### config.mk
export PLATFORM = sky130hd
export DESIGN_NAME = mem_bus_arbiter_flat
export DESIGN_NICKNAME = d
export VERILOG_FILES = /design/src/rtl/mem_bus_arbiter_pkg.sv /design/src/rtl/mem_bus_arbiter_if.sv /design/src/rtl/mem_bus_arbiter_arb_pick.sv /design/src/rtl/mem_bus_arbiter.sv /design/src/flat_wrapper.sv
export SDC_FILE = /design/constraint.sdc
export NUM_CORES = 1
export LEC_CHECK = 0
export ABC_AREA = 1
export CORE_MARGIN = 2
export CORE_UTILIZATION = 43
export CTS_CLUSTER_SIZE = 20
export DETAILED_ROUTE_END_ITERATION = 10
export PLACE_DENSITY = 0.85
export SLEW_MARGIN = 5
export SYNTH_ARGS = -nofsm -noshare
export SYNTH_HDL_FRONTEND = slang
export SYNTH_SLANG_ARGS = --single-unit
### constraint.sdc
create_clock -name clk -period 3.15 [get_ports clk]
set_clock_uncertainty 0.15 [all_clocks]
set_input_delay 0.4725 -clock clk [delete_from_list [all_inputs] [get_ports clk]]
set_output_delay 0.4725 -clock clk [all_outputs]
set_load 0.01 [all_outputs]
### src/rtl/mem_bus_arbiter_pkg.sv
// Shared types and constants for the two-master memory port arbiter.
// Holds the sequencer state encoding, master index constants and the
// default bus widths used by the interface and the arbiter top.
package bus_arb_pkg;

  typedef enum logic [1:0] {
    IDLE   = 2'd0,
    ACCESS = 2'd1,
    RESP   = 2'd2
  } state_e;

  localparam logic M_CPU = 1'b0;
  localparam logic M_DMA = 1'b1;

  localparam int ADDR_W_DEF = 32;
  localparam int DATA_W_DEF = 32;

  // One-hot mask for a master index, used to exclude the acked master.
  function automatic logic [1:0] idx_onehot(input logic idx);
    return idx ? 2'b10 : 2'b01;
  endfunction

endpackage

### src/rtl/mem_bus_arbiter_if.sv
// Bundle of the two requester channels, the shared memory port and the
// status outputs of the memory port arbiter. The slave modport is the
// arbiter's view; the master modport is the view of the surrounding system.
interface mem_bus_arbiter_if
  import bus_arb_pkg::*;
#(
  parameter int ADDR_W = ADDR_W_DEF,
  parameter int DATA_W = DATA_W_DEF
) ();

  logic              m0_req;
  logic              m0_wr;
  logic [ADDR_W-1:0] m0_addr;
  logic [DATA_W-1:0] m0_wdata;
  logic              m0_ack;
  logic [DATA_W-1:0] m0_rdata;

  logic              m1_req;
  logic              m1_wr;
  logic [ADDR_W-1:0] m1_addr;
  logic [DATA_W-1:0] m1_wdata;
  logic              m1_ack;
  logic [DATA_W-1:0] m1_rdata;

  logic              mem_rd;
  logic              mem_wr;
  logic [ADDR_W-1:0] mem_addr;
  logic [DATA_W-1:0] mem_wdata;
  logic [DATA_W-1:0] mem_rdata;

  logic              owner;
  logic              busy;

  modport slave (
    input  m0_req, m0_wr, m0_addr, m0_wdata,
    input  m1_req, m1_wr, m1_addr, m1_wdata,
    input  mem_rdata,
    output m0_ack, m0_rdata, m1_ack, m1_rdata,
    output mem_rd, mem_wr, mem_addr, mem_wdata,
    output owner, busy
  );

  modport master (
    output m0_req, m0_wr, m0_addr, m0_wdata,
    output m1_req, m1_wr, m1_addr, m1_wdata,
    output mem_rdata,
    input  m0_ack, m0_rdata, m1_ack, m1_rdata,
    input  mem_rd, mem_wr, mem_addr, mem_wdata,
    input  owner, busy
  );

endinterface

### src/rtl/mem_bus_arbiter_arb_pick.sv
// Combinational two-input picker. A master is eligible when it requests
// and is not masked off; with both eligible the one that differs from the
// pointer wins, so a pointer tied to 1 gives fixed priority to master 0.
module arb_pick
  import bus_arb_pkg::*;
(
  input  logic [1:0] req_i,
  input  logic       ptr_i,
  input  logic [1:0] excl_i,
  output logic       valid_o,
  output logic       idx_o
);

  logic [1:0] eligible;

  assign eligible = req_i & ~excl_i;

  // Resolve the winner among the eligible requesters.
  always_comb begin
    valid_o = |eligible;
    idx_o   = M_CPU;
    case (eligible)
      2'b01:   idx_o = M_CPU;
      2'b10:   idx_o = M_DMA;
      2'b11:   idx_o = ~ptr_i;
      default: idx_o = M_CPU;
    endcase
  end

endmodule

### src/rtl/mem_bus_arbiter.sv
// Two-master arbiter and sequencer for the data-memory/peripheral port.
// Each access runs IDLE -> ACCESS -> RESP; in RESP the acked master is
// masked so the other one can go straight into the next ACCESS.
// Optional build macro ARB_RR_EN: adds a last-grant pointer so that
// simultaneous requests in IDLE alternate; without it master 0 wins.
module mem_bus_arbiter
  import bus_arb_pkg::*;
#(
  parameter int ADDR_W = ADDR_W_DEF,
  parameter int DATA_W = DATA_W_DEF
) (
  input logic              clk,
  input logic              reset,
  mem_bus_arbiter_if.slave bus
);

  state_e            state_q, state_d;
  logic              owner_q, owner_d;
  logic              busy_q;
  logic              cmd_wr_q, cmd_wr_d;
  logic [ADDR_W-1:0] addr_q, addr_d;
  logic [DATA_W-1:0] wdata_q, wdata_d;
  logic [DATA_W-1:0] rdata_q, rdata_d;

  logic [1:0]        req_vec;
  logic [1:0]        excl_mask;
  logic              grant_valid;
  logic              grant_idx;
  logic              ptr;
  logic              ack_resp;

  assign req_vec   = {bus.m1_req, bus.m0_req};
  assign excl_mask = (state_q == RESP) ? idx_onehot(owner_q) : 2'b00;

  arb_pick u_pick (
    .req_i   (req_vec),
    .ptr_i   (ptr),
    .excl_i  (excl_mask),
    .valid_o (grant_valid),
    .idx_o   (grant_idx)
  );

`ifdef ARB_RR_EN
  logic ptr_q;
  logic grant_take;

  assign grant_take = grant_valid && (state_q != ACCESS);
  assign ptr        = ptr_q;

  // Remember the most recent grant so the next tie goes the other way.
  always_ff @(posedge clk) begin
    if (reset) begin
      ptr_q <= 1'b1;
    end else if (grant_take) begin
      ptr_q <= grant_idx;
    end
  end
`else
  assign ptr = 1'b1;
`endif

  // Sequencer next state plus loading of the command and response registers.
  always_comb begin
    state_d  = state_q;
    owner_d  = owner_q;
    cmd_wr_d = cmd_wr_q;
    addr_d   = addr_q;
    wdata_d  = wdata_q;
    rdata_d  = rdata_q;
    case (state_q)
      IDLE, RESP: begin
        if (grant_valid) begin
          state_d  = ACCESS;
          owner_d  = grant_idx;
          cmd_wr_d = grant_idx ? bus.m1_wr    : bus.m0_wr;
          addr_d   = grant_idx ? bus.m1_addr  : bus.m0_addr;
          wdata_d  = grant_idx ? bus.m1_wdata : bus.m0_wdata;
        end else begin
          state_d = IDLE;
        end
      end
      ACCESS: begin
        state_d = RESP;
        rdata_d = cmd_wr_q ? '0 : bus.mem_rdata;
      end
      default: begin
        state_d = IDLE;
      end
    endcase
  end

  // State, command and response registers with synchronous reset.
  always_ff @(posedge clk) begin
    if (reset) begin
      state_q  <= IDLE;
      owner_q  <= M_CPU;
      busy_q   <= 1'b0;
      cmd_wr_q <= 1'b0;
      addr_q   <= '0;
      wdata_q  <= '0;
      rdata_q  <= '0;
    end else begin
      state_q  <= state_d;
      owner_q  <= owner_d;
      busy_q   <= (state_d != IDLE);
      cmd_wr_q <= cmd_wr_d;
      addr_q   <= addr_d;
      wdata_q  <= wdata_d;
      rdata_q  <= rdata_d;
    end
  end

  assign ack_resp = (state_q == RESP) && !reset;

  assign bus.mem_rd    = (state_q == ACCESS) && !cmd_wr_q && !reset;
  assign bus.mem_wr    = (state_q == ACCESS) &&  cmd_wr_q && !reset;
  assign bus.mem_addr  = addr_q;
  assign bus.mem_wdata = wdata_q;

  assign bus.m0_ack   = ack_resp && (owner_q == M_CPU);
  assign bus.m1_ack   = ack_resp && (owner_q == M_DMA);
  assign bus.m0_rdata = bus.m0_ack ? rdata_q : '0;
  assign bus.m1_rdata = bus.m1_ack ? rdata_q : '0;

  assign bus.owner = owner_q;
  assign bus.busy  = busy_q;

endmodule

### src/flat_wrapper.sv
// flat-port wrapper written by rule: the top's interface ports become plain ports
module mem_bus_arbiter_flat import bus_arb_pkg::*;
#(
  parameter int ADDR_W = ADDR_W_DEF,
  parameter int DATA_W = DATA_W_DEF
)
  (clk, reset, bus_m0_req, bus_m0_wr, bus_m0_addr, bus_m0_wdata, bus_m1_req, bus_m1_wr, bus_m1_addr, bus_m1_wdata, bus_mem_rdata, bus_m0_ack, bus_m0_rdata, bus_m1_ack, bus_m1_rdata, bus_mem_rd, bus_mem_wr, bus_mem_addr, bus_mem_wdata, bus_owner, bus_busy);
  mem_bus_arbiter_if #(.ADDR_W(ADDR_W), .DATA_W(DATA_W)) bus_i ();
  input logic clk;
  input logic reset;
  input wire logic [$bits(bus_i.m0_req)-1:0] bus_m0_req;
  input wire logic [$bits(bus_i.m0_wr)-1:0] bus_m0_wr;
  input wire logic [$bits(bus_i.m0_addr)-1:0] bus_m0_addr;
  input wire logic [$bits(bus_i.m0_wdata)-1:0] bus_m0_wdata;
  input wire logic [$bits(bus_i.m1_req)-1:0] bus_m1_req;
  input wire logic [$bits(bus_i.m1_wr)-1:0] bus_m1_wr;
  input wire logic [$bits(bus_i.m1_addr)-1:0] bus_m1_addr;
  input wire logic [$bits(bus_i.m1_wdata)-1:0] bus_m1_wdata;
  input wire logic [$bits(bus_i.mem_rdata)-1:0] bus_mem_rdata;
  output wire logic [$bits(bus_i.m0_ack)-1:0] bus_m0_ack;
  output wire logic [$bits(bus_i.m0_rdata)-1:0] bus_m0_rdata;
  output wire logic [$bits(bus_i.m1_ack)-1:0] bus_m1_ack;
  output wire logic [$bits(bus_i.m1_rdata)-1:0] bus_m1_rdata;
  output wire logic [$bits(bus_i.mem_rd)-1:0] bus_mem_rd;
  output wire logic [$bits(bus_i.mem_wr)-1:0] bus_mem_wr;
  output wire logic [$bits(bus_i.mem_addr)-1:0] bus_mem_addr;
  output wire logic [$bits(bus_i.mem_wdata)-1:0] bus_mem_wdata;
  output wire logic [$bits(bus_i.owner)-1:0] bus_owner;
  output wire logic [$bits(bus_i.busy)-1:0] bus_busy;
  assign bus_i.m0_req = bus_m0_req;
  assign bus_i.m0_wr = bus_m0_wr;
  assign bus_i.m0_addr = bus_m0_addr;
  assign bus_i.m0_wdata = bus_m0_wdata;
  assign bus_i.m1_req = bus_m1_req;
  assign bus_i.m1_wr = bus_m1_wr;
  assign bus_i.m1_addr = bus_m1_addr;
  assign bus_i.m1_wdata = bus_m1_wdata;
  assign bus_i.mem_rdata = bus_mem_rdata;
  assign bus_m0_ack = bus_i.m0_ack;
  assign bus_m0_rdata = bus_i.m0_rdata;
  assign bus_m1_ack = bus_i.m1_ack;
  assign bus_m1_rdata = bus_i.m1_rdata;
  assign bus_mem_rd = bus_i.mem_rd;
  assign bus_mem_wr = bus_i.mem_wr;
  assign bus_mem_addr = bus_i.mem_addr;
  assign bus_mem_wdata = bus_i.mem_wdata;
  assign bus_owner = bus_i.owner;
  assign bus_busy = bus_i.busy;
  mem_bus_arbiter #(.ADDR_W(ADDR_W), .DATA_W(DATA_W)) u_core (.clk(clk), .reset(reset), .bus(bus_i));
endmodule
==> key figures <==
Min path
  • Hold Startpoint: u_core.rdata_q[9]$_SDFFE_PP0N_
  • Min-Delay Path Class: flop to flop
  • Hold Path Sink: u_core.rdata_q[9]$_SDFFE_PP0N_
  • Hold Path Stages: 2

Timing
  • Final period utilization: 88.4%
  • Slew headroom: between 50% and 60%
  • Slew Limit Fails: 0
  • RSZ-0062 raised after global routing: false
  • Worst-margin pin slew: 0.630 ns
  • Achievable Freq: 359 MHz
  • Setup TNS: 0 ns
  • Hold Vio Cnt, Final: 0
  • Tmin final: 2.78 ns
  • Setup violators final: 0

Synthesis
  • Synth unique cells: 17
  • Post-synthesis sequential area ratio: a little over a third
  • Mean Syn Cell Area: 5.73 um2
  • Synthesized area: 0.00552 mm2
  • Synthesis-stage register bit count: 101
  • Synth Instances: around 960
  • Synth warnings: 0
  • Post-synthesis net count: 1129

Setup path
  • Worst reg2reg startpoint: u_core.state_q[0]$_SDFF_PP0_
  • CP arrival: 2.16 ns
  • Kind of critical path: flop to output port
  • Startpoint types: flop
  • Max Fanout on Critical Path: 16
  • Critical Path, Cell by Cell: inv_2 -> or2_1 -> nor2_4 -> nand2_1 -> inv_2 -> clkdlybuf4s50_1
  • Reg2Reg Depth: 8
  • CP Capture Type: output port
  • CP max-delay cell: clkdlybuf4s50_1
  • Worst reg2reg endpoint: u_core.bus.mem_addr[24]$_SDFFE_PP0P_
  • Crit path required time: 2.53 ns
  • Most frequent CP cell: inv_2
  • Crit-path max cell delay: 0.54 ns
  • Worst R2R Setup Slack: between 1 and 1.5 ns

Global route
  • GRT Residual Overflow: 0
  • Number of global-route vias before repair: between 5k and 6k
  • First-pass GRT wire length: 29100 um
  • Grt met3 use: under 10%
  • Initial antenna violation count: 0
  • Met2 GRT Util: 48.0%
  • Gr usage total: about a quarter
  • GRT busiest layer: met2
  • GR Util met1: 26.8%
  • Pin count of the biggest net entering global routing: 66

Drt
  • Antenna-violating nets left: 0
  • Drt via density: 4.53
  • Vias post-DR: 6363
  • Iteration-0 DRC Markers: approximately 350
  • DRC violations left: 0
  • DRT Pass-1 Iters: 4
  • WL final: 18000 um
  • DR WL/cell: 12.8 um

Clock tree
  • Clock Sinks: just over 100
  • H-tree levels: 3
  • CTS Buffer Depth: 2
  • Clock transition at path regs: about 0.06 ns
  • CTS tree: yes
  • Setup Buffers After CTS: 0
  • Post-CTS sizing: 0
  • CTS Buf Count: 9
  • Clock latency at the later pin of the worst-skew pair: 0.33 ns
  • Cts hold-fix bufs: 0
  • Root buf cell: clkbuf_16

Floorplanning
  • Die width: 117 um
  • Die Area: 0.0138 mm2
  • Rows: 41
  • Core footprint: between 0.01 and 0.015 mm2
  • DIE HEIGHT: 117 um
  • Starting density of the core: 43.9%
  • IO Pins: 300

Cells and area
  • Inserted Diodes: 0
  • Final nets: 1394
  • Finished layout cell area: 0.00888 mm2
  • Area Overhead vs Synth: 60.8%
  • Share of layout cells above drive strength 1: ~3.2%

Place
  • Placer congestion estimate: 0.846
  • Final HPWL DP: 13400 um
  • Port Buf Inserts: 299
  • Post-DP Area: ~0.0086 mm2

Power and ir drop
  • Leak: 4.16 nW
  • Maximum VDD drop: 0.279 mV
  • Pwr per Cell Area: 403 mW/mm2

Run status
  • Status: finished, final reports clean

Flow run
  • Max cap viols: 0
worst max-delay path: cells and delay by family, from the launching register on:
kind | cells | cell delay [ns]
buffers and inverters | 3 | 0.72
AND/OR/NAND/NOR | 3 | 0.70
flip-flops | 1 | 0.40
how the worst max path moves through the flow:
| stage | slack, ns | cells after the start | from | endpoint |
|---|---|---|---|---|
| after floorplan | 1.17 | 5 | reset | bus_m0_rdata[10] |
| after global placement | 0.54 | 6 | reset | bus_m0_rdata[17] |
| after detailed placement | 0.45 | 6 | reset | bus_m0_rdata[4] |
| after CTS | 0.36 | 6 | u_core.state_q[0]$_SDFF_PP0_ | bus_mem_rd |
| after global routing | 0.22 | 6 | u_core.state_q[0]$_SDFF_PP0_ | bus_mem_rd |
| final | 0.37 | 6 | u_core.state_q[0]$_SDFF_PP0_ | bus_mem_rd |
Yosys cell counts (all sizes together):
cell type / instances / area share [%]
a21oi: 4 / 0.43
buf: 44 / 5.0
clkbuf: 15 / 1.0
dfxtp: 101 / 37
inv: 169 / 11
nand2: 266 / 18
nand3: 99 / 9.2
nor2: 263 / 18
nor3: 1 / 0.091
or2: 1 / 0.11
logic make-up (layout without fill, tap and decap cells):
family	after synthesis	count (layout)	share of synthesized area, %
AOI/OAI and AO/OA	4	4	0.431
buffers and inverters	228	498	17.5
and+or+nand+nor	630	630	45.5
DFF	101	101	36.6
placed cells by master, fill, tap and decap left out, drive strengths merged:
| master | synthesis | layout |
|---|---|---|
| clkdlybuf4s50 | 0 | 299 |
| nand2 | 266 | 266 |
| nor2 | 263 | 263 |
| inv | 169 | 169 |
| dfxtp | 101 | 101 |
| nand3 | 99 | 99 |
| buf | 44 | 14 |
| clkbuf | 15 | 13 |
| a21oi | 4 | 4 |
| or2 | 1 | 1 |
| nor3 | 1 | 1 |
| clkinvlp | 0 | 1 |
| clkinv | 0 | 1 |
| bufinv | 0 | 1 |
power breakdown:
group | internal [mW] | switching, mW | leakage (nW) | total, mW
combinational | 0.500 | 0.481 | 3.17 | 0.981
sequential | 1.40 | 0.0602 | 0.834 | 1.46
clock | 0.680 | 0.465 | 0.152 | 1.15
total | 2.58 | 1.01 | 4.16 | 3.58
sequential cells by signal, summed over array words and instances, names as in the netlist:
register              flops
u_core.bus.owner          1
u_core.cmd_wr_q           1
u_core.bus.mem_wdata     32
u_core.state_q            2
u_core.bus.busy           1
u_core.bus.mem_addr      32
u_core.rdata_q           32
area by class of cell:
type                            instances  area [um2]
Multi-Input combinational cell        634        2560
Inverter                              169         634
Tap cell                              172         215
Clock buffer                           13         270
Fill cell                            1089        3690
Sequential cell                       101        2020
Timing Repair Buffer                  313        3140
Clock inverter                          3        42.5
stage by stage:
stage | util (%) | worst slack (ns) | instances | total power, mW | hold slack, ns
6_report | 70.6 | 0.366 | 1405 | 3.58 | 0.318
5_1_grt | 70.6 | 0.224 | 1405 | 3.78 | 0.340
4_1_cts | 70.6 | 0.364 | 1405 | 3.61 | 0.321
3_5_place_dp | 68.1 | 0.448 | 1389 | 2.47 | 0.310
3_3_place_gp | 68.1 | 0.539 | 1389 | 2.45 | 0.308
2_1_floorplan | - | 1.17 | 963 | 1.97 | 0.298
per-layer routing:
layer  share of wire, %  routed length (um)
met5                  0                   0
met4                3.7                 668
met3                8.7                1570
met2                 50                9000
met1                 38                6750
Power figures use the tool's default switching activity.
